[config.mk]
export PLATFORM = sky130hd
export DESIGN_NAME = level_sequencer
export DESIGN_NICKNAME = d
export VERILOG_FILES = /design/src/rtl/level_sequencer.sv
export SDC_FILE = /design/constraint.sdc
export NUM_CORES = 1
export LEC_CHECK = 0
export CORE_AREA = 4 4 151 95
export CTS_BUF_LIST = sky130_fd_sc_hd__clkbuf_4
export CTS_CLUSTER_DIAMETER = 200
export CTS_CLUSTER_SIZE = 8
export DETAILED_ROUTE_END_ITERATION = 12
export DIE_AREA = 0 0 155 99
export DONT_BUFFER_PORTS = 1
export SETUP_SLACK_MARGIN = 0.4
export SYNTH_ARGS = -nofsm -noshare
export SYNTH_HDL_FRONTEND = slang
export SYNTH_SLANG_ARGS = --single-unit
[constraint.sdc]
create_clock -name Clk100M -period 5.25 [get_ports Clk100M]
set_input_delay 1.05 -clock Clk100M [delete_from_list [all_inputs] [get_ports Clk100M]]
set_output_delay 1.05 -clock Clk100M [all_outputs]
set_load 0.01 [all_outputs]
[src/rtl/level_sequencer.sv]
// Game-progression controller: counts hits/misses, advances levels, derives the symbol period.
// Optional LEVEL_SKIP_EN adds a skipLevel input that completes the current level's quota.
module level_sequencer #(
  parameter int NUM_LEVELS     = 3,
  parameter int LEVEL_W        = 4,
  parameter int PERIOD_W       = 32,
  parameter int BASE_PERIOD    = 100000000,
  parameter int PERIOD_STEP    = 50000,
  parameter int MIN_PERIOD     = 10000000,
  parameter int HITS_PER_LEVEL = 10,
  parameter int MAX_MISSES     = 3,
  parameter int CNT_W          = 8
) (
  input  logic                Clk100M,
  input  logic                Rst_n,
  input  logic                start,
  input  logic                hit,
  input  logic                miss,
`ifdef LEVEL_SKIP_EN
  input  logic                skipLevel,
`endif
  output logic                newLevel,
  output logic                victory,
  output logic                defeat,
  output logic [LEVEL_W-1:0]  curLevel,
  output logic [PERIOD_W-1:0] symGenMax,
  output logic [CNT_W-1:0]    hitCount,
  output logic [CNT_W-1:0]    missCount
);

  typedef enum logic [1:0] {
    S_IDLE    = 2'd0,
    S_PLAY    = 2'd1,
    S_VICTORY = 2'd2,
    S_DEFEAT  = 2'd3
  } state_t;

  localparam logic [PERIOD_W-1:0] C_BASE   = PERIOD_W'(BASE_PERIOD);
  localparam logic [PERIOD_W-1:0] C_STEP   = PERIOD_W'(PERIOD_STEP);
  localparam logic [PERIOD_W-1:0] C_MIN    = PERIOD_W'(MIN_PERIOD);
  localparam logic [LEVEL_W-1:0]  C_LEVELS = LEVEL_W'(NUM_LEVELS);
  localparam logic [LEVEL_W-1:0]  C_LVL1   = LEVEL_W'(1);
  localparam logic [CNT_W-1:0]    C_HITS   = CNT_W'(HITS_PER_LEVEL);
  localparam logic [CNT_W-1:0]    C_MISSES = CNT_W'(MAX_MISSES);

  state_t              r_state, w_state_next;
  logic                r_new_level, w_new_level_next;
  logic                r_victory, w_victory_next;
  logic                r_defeat, w_defeat_next;
  logic [LEVEL_W-1:0]  r_level, w_level_next;
  logic [PERIOD_W-1:0] r_period, w_period_next;
  logic [CNT_W-1:0]    r_hit_cnt, w_hit_cnt_next;
  logic [CNT_W-1:0]    r_miss_cnt, w_miss_cnt_next;

  logic                w_skip;
  logic [CNT_W-1:0]    w_hit_inc;
  logic [CNT_W-1:0]    w_miss_inc;
  logic                w_defeat_now;
  logic                w_level_done;
  logic [PERIOD_W-1:0] w_step;
  logic [PERIOD_W-1:0] w_period_dec;

`ifdef LEVEL_SKIP_EN
  assign w_skip = skipLevel;
`else
  assign w_skip = 1'b0;
`endif

  assign w_hit_inc    = r_hit_cnt + CNT_W'(1);
  assign w_miss_inc   = r_miss_cnt + CNT_W'(1);
  assign w_defeat_now = miss && (w_miss_inc == C_MISSES);
  assign w_level_done = (hit && (w_hit_inc == C_HITS)) || w_skip;

  // Underflow of the subtraction and landing below the floor both saturate to MIN_PERIOD.
  assign w_step       = C_STEP * PERIOD_W'(r_level);
  assign w_period_dec = ((r_period < w_step) || ((r_period - w_step) < C_MIN))
                        ? C_MIN : (r_period - w_step);

  always_comb begin
    w_state_next     = r_state;
    w_new_level_next = 1'b0;
    w_victory_next   = r_victory;
    w_defeat_next    = r_defeat;
    w_level_next     = r_level;
    w_period_next    = r_period;
    w_hit_cnt_next   = r_hit_cnt;
    w_miss_cnt_next  = r_miss_cnt;
    case (r_state)
      S_IDLE: begin
        if (start) begin
          w_state_next     = S_PLAY;
          w_new_level_next = 1'b1;
        end
      end
      S_PLAY: begin
        if (hit)  w_hit_cnt_next  = w_hit_inc;
        if (miss) w_miss_cnt_next = w_miss_inc;
        if (w_defeat_now) begin
          w_state_next  = S_DEFEAT;
          w_defeat_next = 1'b1;
        end else if (w_level_done) begin
          if (r_level < C_LEVELS) begin
            w_level_next     = r_level + C_LVL1;
            w_hit_cnt_next   = '0;
            w_new_level_next = 1'b1;
            w_period_next    = w_period_dec;
          end else begin
            w_state_next   = S_VICTORY;
            w_victory_next = 1'b1;
            w_hit_cnt_next = C_HITS;
          end
        end
      end
      default: begin
        // Terminal states restart straight into play with a fresh game.
        if (start) begin
          w_state_next     = S_PLAY;
          w_new_level_next = 1'b1;
          w_victory_next   = 1'b0;
          w_defeat_next    = 1'b0;
          w_level_next     = C_LVL1;
          w_period_next    = C_BASE;
          w_hit_cnt_next   = '0;
          w_miss_cnt_next  = '0;
        end
      end
    endcase
  end

  always_ff @(posedge Clk100M or negedge Rst_n) begin
    if (!Rst_n) begin
      r_state     <= S_IDLE;
      r_new_level <= 1'b0;
      r_victory   <= 1'b0;
      r_defeat    <= 1'b0;
      r_level     <= C_LVL1;
      r_period    <= C_BASE;
      r_hit_cnt   <= '0;
      r_miss_cnt  <= '0;
    end else begin
      r_state     <= w_state_next;
      r_new_level <= w_new_level_next;
      r_victory   <= w_victory_next;
      r_defeat    <= w_defeat_next;
      r_level     <= w_level_next;
      r_period    <= w_period_next;
      r_hit_cnt   <= w_hit_cnt_next;
      r_miss_cnt  <= w_miss_cnt_next;
    end
  end

  assign newLevel  = r_new_level;
  assign victory   = r_victory;
  assign defeat    = r_defeat;
  assign curLevel  = r_level;
  assign symGenMax = r_period;
  assign hitCount  = r_hit_cnt;
  assign missCount = r_miss_cnt;

endmodule

==> results of run 1 <==
## registers in the layout (all words and copies together), names as in the netlist
name	cells
symGenMax	28
defeat	1
curLevel	4
victory	1
missCount	8
newLevel	1
hitCount	8
r_state	2
## critical path, cell delays in order, from the launching register on
cell      delay (ns)
dfrtp_2         0.50
ha_4            0.19
xor2_2          0.14
ha_2            0.17
a21o_1          0.17
ha_4            0.23
a31oi_4         0.14
nor2b_1         0.06
nor2_1          0.10
nor2_1          0.06
o21a_1          0.19
o21a_1          0.20
and3_4          0.19
o21ai_4         0.17
xor2_2          0.11
ha_4            0.32
buf_6           0.13
nand2_4         0.06
o21ba_4         0.23
o32a_1          0.35
a31oi_2         0.25
o211ai_1        0.13
a31o_1          0.21
o31a_1          0.24
o2111a_2        0.16
or2_4           0.26
buf_6           0.13
o32ai_2         0.21
## cell families after synthesis
family	after synthesis	share of synthesized area
compound gates	155	0.247
xor+xnor	35	0.0687
fa+ha+maj	41	0.117
buf+inv	42	0.0418
flops	53	0.301
mux	2	0.00448
other cells	1	0.000840
simple gates	198	0.219
## layout make-up
| cell class | instances | area, µm² | share of cell area |
|---|---|---|---|
| clock buffer | 5 | 37.5 | 0.00661 |
| clock inverter | 3 | 45.0 | 0.00793 |
| inverter | 18 | 67.6 | 0.0119 |
| multi-input combinational | 435 | 3380 | 0.595 |
| sequential | 53 | 1350 | 0.237 |
| tap | 170 | 213 | 0.0375 |
| timing repair buffer | 72 | 591 | 0.104 |
## where the power goes
part	internal [mW]	total, mW	switching (mW)
combinational	1.22	2.82	1.59
sequential	0.570	0.855	0.285
clock	0.102	0.254	0.151
total	1.90	3.93	2.03
## what timing repair did
| action | in CTS | in global routing |
|---|---|---|
| hold buffers | 0 | 0 |
| buffers inserted | 12 | 5 |
| pin swaps | 21 | 10 |
| setup endpoints to repair | 27 | 27 |
| gates resized for setup | 47 | 24 |
| cloned | 0 | 0 |
## worst paths after layout
kind	slack, ns	startpoint	endpoint
max	-0.13	curLevel[1]$_DFFE_PN0P_	symGenMax[4]$_DFFE_PN0P_
min	0.32	Rst_n	symGenMax[27]$_DFFE_PN0P_
max reg2reg	-0.13	curLevel[1]$_DFFE_PN0P_	symGenMax[4]$_DFFE_PN0P_
min reg2reg	0.56	r_state[0]$_DFFE_PN0P_	r_state[0]$_DFFE_PN0P_
max in group asynchronous	4.73	Rst_n	symGenMax[20]$_DFFE_PN1P_
min in group Clk100M	0.56	r_state[0]$_DFFE_PN0P_	r_state[0]$_DFFE_PN0P_
## stage by stage
stage | hold slack [ns] | util | total power, mW | cells | worst slack [ns]
after floorplan | 0.488 | - | 2.44 | 530 | 0.287
after global placement | 0.504 | 0.399 | 3.20 | 731 | -0.101
after detailed placement | 0.523 | 0.399 | 3.24 | 731 | -0.196
after CTS | 0.298 | 0.431 | 3.75 | 751 | -0.0731
after global routing | 0.263 | 0.445 | 4.23 | 756 | -0.385
final | 0.319 | 0.445 | 3.93 | 756 | -0.131
## per-layer routing
layer | up-vias | routed length [µm] | GRT usage
met5 | - | 0 | 0
met4 | 0 | 107 | 0.0278
met3 | 8 | 1180 | 0.0527
met2 | 144 | 6160 | 0.279
met1 | 2116 | 7050 | 0.279
li1 | 2043 | - | -
## layout by cell type, fill, tap and decap left out, drive strengths merged, types with 5 or more instances in the layout
cell type,count
dfrtp,40
a31oi,5
nand2,66
nand4,6
and2,8
and3,5
o31ai,15
buf,72
xor2,14
dfstp,13
nand2b,6
a211oi,6
ha,40
o21ai,41
or3,6
nor4,5
xnor2,21
nand3,18
a21o,7
nor2,42
inv,19
nor3,15
clkbuf,5
o211ai,5
a21oi,35
o21a,6
==> qor.txt, run 1 <==
clock transition at the registers of the reported paths - 0.18 ns
final non-filler cell area - 5680 µm²
number of flops mapped to enable cells by yosys - 0
Ys Warns - 0
Data arrival, critical path - 5.69 ns
full die area - 15300 µm²
fillcell total - 1212
Ant. Diodes - 0
Max FO, Critical Path - 5
antenna viol nets, final - 0
grt ovf - 0
Setup crit start kind - register
Final Slew Violations - 0
FFs w/ async S/R, synth - 1.00
HP Class - in2async
count leader, synth - nand2_1
worst reg2reg path depth - 27
failing checks - negative setup slack
Iter 0 DRT Violations - 331
Synth Cell Area - 4460 µm²
Highest Clock Rate - 186 MHz
final setup violation count - 23
vias in the first global route - 4207
Max Cap Viol - 0
Max VDD drop - 297 µV
CTS buffer count - 5
CTS tree - built
setup ws final - -0.131 ns
Avg WL per Cell - 19.2 µm
Worst setup EP type - register
Root Driver - clkbuf_4
post-placement cell area - 5100 µm²
clk_skew - 0.00985 ns
post-synthesis cell count - 527
Slew @ Worst Pin - 0.815 ns
DR DRC count - 0
final wirelength - 14500 µm
Clock Tree Buf Depth - 2
required time worst endpoint - 5.56 ns
Clock H-tree levels - 2
largest net degree at the start of global routing - 54
die width - 155 µm
Die Span Y - 99 µm
setup_tns - -1.93 ns
top cell type's share of synthesized area - 0.224
vias post-DR - 4311
Pwr Density - 691 nW/µm²
Synth Flop Type - dfrtp_1
final period utilization - 1.02
all-layer global routing usage - 0.189
share of cells above drive strength 1 - 0.283
register area share after synthesis - 0.301
total core area - 12800 µm²
top post-synthesis cells by count - nand2_1 (66), nor2_1 (42), dfrtp_1 (40), ha_1 (40), o21ai_0 (38)
io pins - 60
count of different cell masters after synthesis - 71
Avg Vias per Cell - 5.70
synthesized area per cell - 8.47 µm²
Final GP Congestion - 0.947
clk_lat worst skew - 0.39 ns
drt pass-1 iters - 4
LEAKAGE - 2.40 nW
hpwl dp - 10900 µm
initial antenna violation count - 0
Final Hold Fails - 0
number of port buffers - 0
Yosys reg bits - 53
clk sinks - 53
Synth area leaders - dfrtp_1 (22%), ha_1 (11%), dfstp_2 (7.7%)
Tmin final - 5.38 ns
outcome - finished, violations left
first-pass GRT wire length - 23400 µm
Slew HR - 0.455
critical path type - reg2reg
RSZ-0062 raised after global routing - true
synth-to-layout area growth - 27.2%
Nets - 631
Rows - 32
Synth area leader - dfrtp_1
initial core utilization - 0.350
Power figures use the tool's default switching activity.
==> inputs of run 2 (changes only) <==
- BUFFER_PORTS_ARGS: default -> -buffer_cell sky130_fd_sc_hd__buf_2
- CORE_AREA: 4 4 151 95 -> 4 4 118 120
- DIE_AREA: 0 0 155 99 -> 0 0 122 124
- DONT_BUFFER_PORTS: 1 -> default
- SLEW_MARGIN: default -> 20
==> run 2 against run 1 <==
The flow still finishes with violations (negative setup slack). Worst hold slack better by 0.21 ns. Total power down 4.2%. Fmax up 0.46%. Via count about the same. Global-route usage down 1.2 points. Combinational power about the same. Sequential power down 12%. Clock power down 17%.
==> qor.txt, run 2 (synthesis gave the netlist of run 1 again) <==
CTS buffer count - 5 (unchanged)
Final GP Congestion - 0.918 (-3.1%)
Highest Clock Rate - 187 MHz (+0.46%)
Slew HR - 0.485 (+0.0294)
clk_skew - 0.0121 ns (+0.00227 ns)
Ant. Diodes - 0 (unchanged)
Final Slew Violations - 0 (unchanged)
drt pass-1 iters - 4 (unchanged)
clk sinks - 53 (unchanged)
setup ws final - -0.106 ns (+0.0248 ns)
RSZ-0062 raised after global routing - true
setup_tns - -1.58 ns (+0.350 ns)
Hold Buf Count CTS - 0 (unchanged)
all-layer global routing usage - 0.177 (-0.0116)
Setup crit start kind - register
Max Cap Viol - 0 (unchanged)
critical path type - reg2reg
full die area - 15100 µm² (-1.4%)
vias in the first global route - 4106 (-2.4%)
LEAKAGE - 2.56 nW (+6.5%)
HP Class - reg2reg
Iter 0 DRT Violations - 296 (-11%)
hpwl dp - 9870 µm (-9.6%)
outcome - finished, violations left
Rows - 42 (+31%)
initial core utilization - 0.344 (-0.00559)
Final Hold Fails - 0 (unchanged)
Data arrival, critical path - 5.71 ns (+0.02 ns)
final non-filler cell area - 5720 µm² (+0.82%)
required time worst endpoint - 5.60 ns (+0.04 ns)
io pins - 60 (unchanged)
commonest non-fill, non-tap cell in the layout - nand2_1
number of port buffers - 55 (+55)
fin cells - 803 (+6.2%)
grt ovf - 0 (unchanged)
Max VDD drop - 272 µV (-8.5%)
final setup violation count - 20 (-13%)
Placed Cells - 779 (+6.6%)
Root Driver - clkbuf_4
synth-to-layout area growth - 28.2%
Slew @ Worst Pin - 0.771 ns (-0.0440 ns)
commonest cells after routing, fill and taps aside - nand2_1 (65), buf_2 (55), buf_4 (51)
vias post-DR - 4309 (-0.046%)
CTS tree - built
post-placement cell area - 5300 µm² (+3.9%)
Clock Tree Buf Depth - 2 (unchanged)
Nets - 672 (+6.5%)
DR DRC count - 0 (unchanged)
largest net degree at the start of global routing - 54 (unchanged)
Max FO, Critical Path - 6 (+1)
Die Span Y - 124 µm (+25%)
antenna viol nets, final - 0 (unchanged)
max FFs per register - 28 (unchanged)
Avg WL per Cell - 16.5 µm (-14%)
Worst setup EP type - register
share of cells above drive strength 1 - 0.301 (+0.0182)
clock transition at the registers of the reported paths - 0.18 ns (about the same)
final wirelength - 13300 µm (-8.3%)
total core area - 13000 µm² (+1.6%)
Min Hold Slack - 0.530 ns (+0.211 ns)
final period utilization - 1.02 (-0.00472)
die width - 122 µm (-21%)
initial antenna violation count - 0 (unchanged)
Pwr Density - 657 nW/µm² (-5.0%)
failing checks - negative setup slack
clk_lat worst skew - 0.43 ns (+0.04 ns)
Tmin final - 5.36 ns (-0.0248 ns)
Clock H-tree levels - 2 (unchanged)
first-pass GRT wire length - 21200 µm (-9.5%)
Avg Vias per Cell - 5.37 (-5.9%)
==> run 2: area by class of cell <==
type	instances	area, µm²
Clock buffer	5	37.5
Fill cell	1324	7260
Tap cell	176	220
Clock inverter	3	20.0
Inverter	18	67.6
Multi-Input combinational cell	435	3280
Sequential cell	53	1350
Timing Repair Buffer	113	754
==> run 2: critical path, stage by stage, from the launching register on <==
cell and delay (ns):
dfrtp_2 0.50, ha_4 0.18, xor2_2 0.14, ha_2 0.17, a21o_1 0.17, ha_4 0.23, a31oi_4 0.13, nor2b_1 0.06
nor2_1 0.10, nor2_1 0.06, o21a_1 0.18, o21a_1 0.18, and3_1 0.18, o21ai_1 0.15, xor2_1 0.28, ha_4 0.23
buf_4 0.12, nand2_2 0.06, o21ba_4 0.23, o311a_1 0.15, a2111oi_4 0.38, o211ai_1 0.18, a31o_1 0.21, o31a_1 0.24
o2111a_2 0.17, or2_4 0.27, buf_12 0.16, o31ai_4 0.16
==> run 2: routing by layer <==
| layer | vias to the layer above | track usage | routed length, µm |
|---|---|---|---|
| met2 | 101 | 0.287 | 6240 |
| met3 | 20 | 0.0372 | 585 |
| li1 | 2126 | - | - |
| met5 | - | 0 | 0 |
| met4 | 0 | 0.0420 | 251 |
| met1 | 2062 | 0.243 | 6210 |
==> run 2: final timing paths <==
path	slack (ns)	endpoint	start	cells past startpoint
setup / recovery	-0.11	symGenMax[13]$_DFFE_PN1P_	curLevel[3]$_DFFE_PN0P_	27
hold / removal	0.53	hitCount[5]$_DFFE_PN0P_	hitCount[5]$_DFFE_PN0P_	1
setup reg to reg	-0.11	symGenMax[13]$_DFFE_PN1P_	curLevel[3]$_DFFE_PN0P_	27
hold reg to reg	0.53	hitCount[5]$_DFFE_PN0P_	hitCount[5]$_DFFE_PN0P_	1
max in group asynchronous	4.01	curLevel[2]$_DFFE_PN0P_	Rst_n	2
min in group asynchronous	0.73	symGenMax[30]$_DFFE_PN0P_	Rst_n	2
==> run 2: stage by stage <==
stage | util | power [mW] | setup slack [ns]
after floorplan | - | 2.44 | 0.287
after global placement | 0.408 | 3.19 | -0.113
after detailed placement | 0.408 | 3.20 | -0.116
after CTS | 0.431 | 3.56 | -0.0227
after global routing | 0.441 | 4.08 | -0.367
final | 0.441 | 3.76 | -0.106
==> run 2: timing repair <==
| action | CTS | global route |
|---|---|---|
| pin swaps | 17 | 13 |
| setup buffers | 13 | 3 |
| setup endpoints to repair | 27 | 27 |
| resized for setup | 27 | 20 |
==> run 2: power breakdown <==
group	switching, mW	internal, mW	total, mW
clock network	0.159	0.0525	0.211
logic	1.61	1.19	2.80
registers	0.182	0.569	0.751
==> inputs of run 3 (changes only) <==
- clock period: 5.25 -> 5.5 ns (I/O delays scaled with it)
==> run 3 against run 2 <==
The run now ends clean. Worst hold slack worse by 0.0079 ns. Total power decreased by 8.0%. Fmax rose by 1.4%. Non-clock buffer count decreased by 23. Sequential power shrank 3.3%. Combinational power down 9.3%. Wire length rose by 0.42%. Critical path depth down 4. Worst setup slack improved by 0.32 ns. Utilization is 1.4 points lower. Critical endpoint is now symGenMax[4]$_DFFE_PN0P_. Largest cell class unchanged. Highest routed layer unchanged.
==> qor.txt, run 3 (synthesis gave the netlist of run 1 again) <==
outcome - finished, final reports clean
Avg WL per Cell - 17.1 µm (+3.3%)
share of power burned in the clock network - 0.057 (about the same)
hpwl dp - 9610 µm (-2.7%)
initial core utilization - 0.344 (unchanged)
RSZ-0062 raised after global routing - true
clk sinks - 53 (unchanged)
Clock H-tree levels - 2 (unchanged)
largest net degree at the start of global routing - 54 (unchanged)
first-pass GRT wire length - 21400 µm (+1.3%)
vias in the first global route - 4205 (+2.4%)
Final Hold Fails - 0 (unchanged)
LEAKAGE - 2.44 nW (-4.7%)
critical path type - reg2reg
Net Sw Frac - 0.525 (+0.00605)
Place WS - -0.127 ns (-0.0108 ns)
FF-to-FF setup slack - 0.22 ns (+0.32 ns)
final period utilization - 0.961 (-0.0594)
share of cells above drive strength 1 - 0.294 (-0.00722)
post-placement cell area - 5030 µm² (-5.0%)
final setup violation count - 0 (-100%)
full die area - 15100 µm² (unchanged)
CTS buffer count - 5 (unchanged)
Max VDD drop - 217 µV (-20%)
post-layout util - 0.427 (-0.0139)
Iter 0 DRT Violations - 178 (-40%)
Seq pwr share - 0.210 (+0.010)
Setup crit start kind - register
commonest cells after routing, fill and taps aside - nand2_1 (65), buf_2 (55), nor2_1 (41)
required time worst endpoint - 5.82 ns (+0.22 ns)
Final Slew Violations - 0 (unchanged)
Avg Vias per Cell - 5.56 (+3.6%)
antenna viol nets, final - 0 (unchanged)
fin cells - 781 (-2.7%)
initial antenna violation count - 0 (unchanged)
Ant. Diodes - 0 (unchanged)
max FFs per register - 28 (unchanged)
Data arrival, critical path - 5.60 ns (-0.11 ns)
all-layer global routing usage - 0.177 (about the same)
Clock Tree Buf Depth - 2 (unchanged)
clk_skew - 0.0195 ns (+0.00737 ns)
Worst setup EP type - register
drt pass-1 iters - 5 (+1)
CTS tree - built
Highest Clock Rate - 189 MHz (+1.4%)
grt ovf - 0 (unchanged)
Tmin final - 5.28 ns (-0.0717 ns)
setup_tns - 0 ns (+1.58 ns)
total core area - 13000 µm² (unchanged)
number of port buffers - 55 (unchanged)
vias post-DR - 4342 (+0.77%)
HP Class - reg2reg
commonest non-fill, non-tap cell in the layout - nand2_1
clock transition at the registers of the reported paths - 0.19 ns (about the same)
Nets - 650 (-3.3%)
Slew @ Worst Pin - 0.734 ns (-0.0370 ns)
synth-to-layout area growth - 24.2%
Max FO, Critical Path - 7 (+1)
cell internal pwr - 1.64 mW (-9.2%)
switching pwr - 1.81 mW (-6.9%)
final wirelength - 13300 µm (+0.42%)
Min Hold Slack - 0.522 ns (-0.00787 ns)
Placed Cells - 756 (-3.0%)
die width - 122 µm (unchanged)
Pwr Density - 624 nW/µm² (-5.0%)
Die Span Y - 124 µm (unchanged)
Max Cap Viol - 0 (unchanged)
Root Driver - clkbuf_4
Slew HR - 0.509 (+0.0247)
Final GP Congestion - 0.911 (-0.73%)
Pwr Total - 3.46 mW (-8.0%)
DR DRC count - 0 (unchanged)
setup ws final - 0.215 ns (+0.322 ns)
final non-filler cell area - 5540 µm² (-3.1%)
Gate power share - 0.733 (-0.011)
io pins - 60 (unchanged)
Rows - 42 (unchanged)
clk_lat worst skew - 0.41 ns (-0.02 ns)
==> run 3: changes by cell type in the layout (fill, tap and decap cells not counted), moves of 4 or more <==
cell / change
o21ai_1: -7
o21ai_0: +4
buf_4: -18
o31ai_2: +4
ha_1: -4
o31ai_4: -5
==> run 3: what timing repair did <==
action	CTS	global route
endpoints found under the setup margin	27	27
resized for setup	32	27
pin swaps	26	30
hold buffers	0	0
buffers inserted	11	5
gates cloned	1	0
==> run 3: critical path, stage by stage (launching register included) <==
cell and delay [ns]:
dfrtp_2 0.49, ha_4 0.18, xor2_2 0.14, ha_2 0.16
a21o_1 0.18, ha_4 0.26, a21o_1 0.19, a21oi_2 0.14
o21bai_1 0.10, a21oi_2 0.15, nor2_1 0.09, a31o_2 0.30
xnor2_2 0.17, ha_4 0.31, nand4_1 0.19, nor3_4 0.27
o21ai_2 0.12, a2111oi_4 0.40, o211ai_1 0.20, a31o_1 0.21
o31a_1 0.23, o2111a_2 0.17, or2_4 0.33, o32ai_2 0.21
==> run 3: worst paths after layout <==
| kind | startpoint | to | cells after the start |
|---|---|---|---|
| worst min-delay path | victory$_DFFE_PN0P_ | victory$_DFFE_PN0P_ | 2 |
| worst max-delay path | curLevel[3]$_DFFE_PN0P_ | symGenMax[4]$_DFFE_PN0P_ | 23 |
| worst max register to register | curLevel[3]$_DFFE_PN0P_ | symGenMax[4]$_DFFE_PN0P_ | 23 |
| worst min register to register | victory$_DFFE_PN0P_ | victory$_DFFE_PN0P_ | 2 |
| min in group asynchronous | Rst_n | symGenMax[25]$_DFFE_PN0P_ | 2 |
| max in group asynchronous | Rst_n | curLevel[2]$_DFFE_PN0P_ | 2 |
==> run 3: area by class of cell <==
type | instances | area (µm²)
multi-input cells | 436 | 3310
well taps | 176 | 220
fillers | 1306 | 7440
clock buffers | 5 | 37.5
repair buffers | 90 | 546
clock inverters | 3 | 21.3
inverters | 18 | 67.6
flip-flops and latches | 53 | 1350
==> run 3: metal layers <==
layer  share of wire  track usage  up-vias  routed length (µm)
met4           0.022       0.0483        0                 291
met1            0.44        0.237     2057                5900
met2            0.46        0.294      170                6160
met3           0.074       0.0336       31                 989
li1                -            -     2084                   -
met5               0            0        -                   0
==> run 3: power by group through the flow <==
stage | clock, mW | sequential (mW) | combinational (mW)
6_report | 0.197 | 0.726 | 2.54
2_1_floorplan | 0 | 0.717 | 1.55
3_3_place_gp | 0 | 0.719 | 2.15
3_5_place_dp | 0 | 0.724 | 2.15
4_1_cts | 0.207 | 0.722 | 2.35
5_1_grt | 0.221 | 0.749 | 2.76
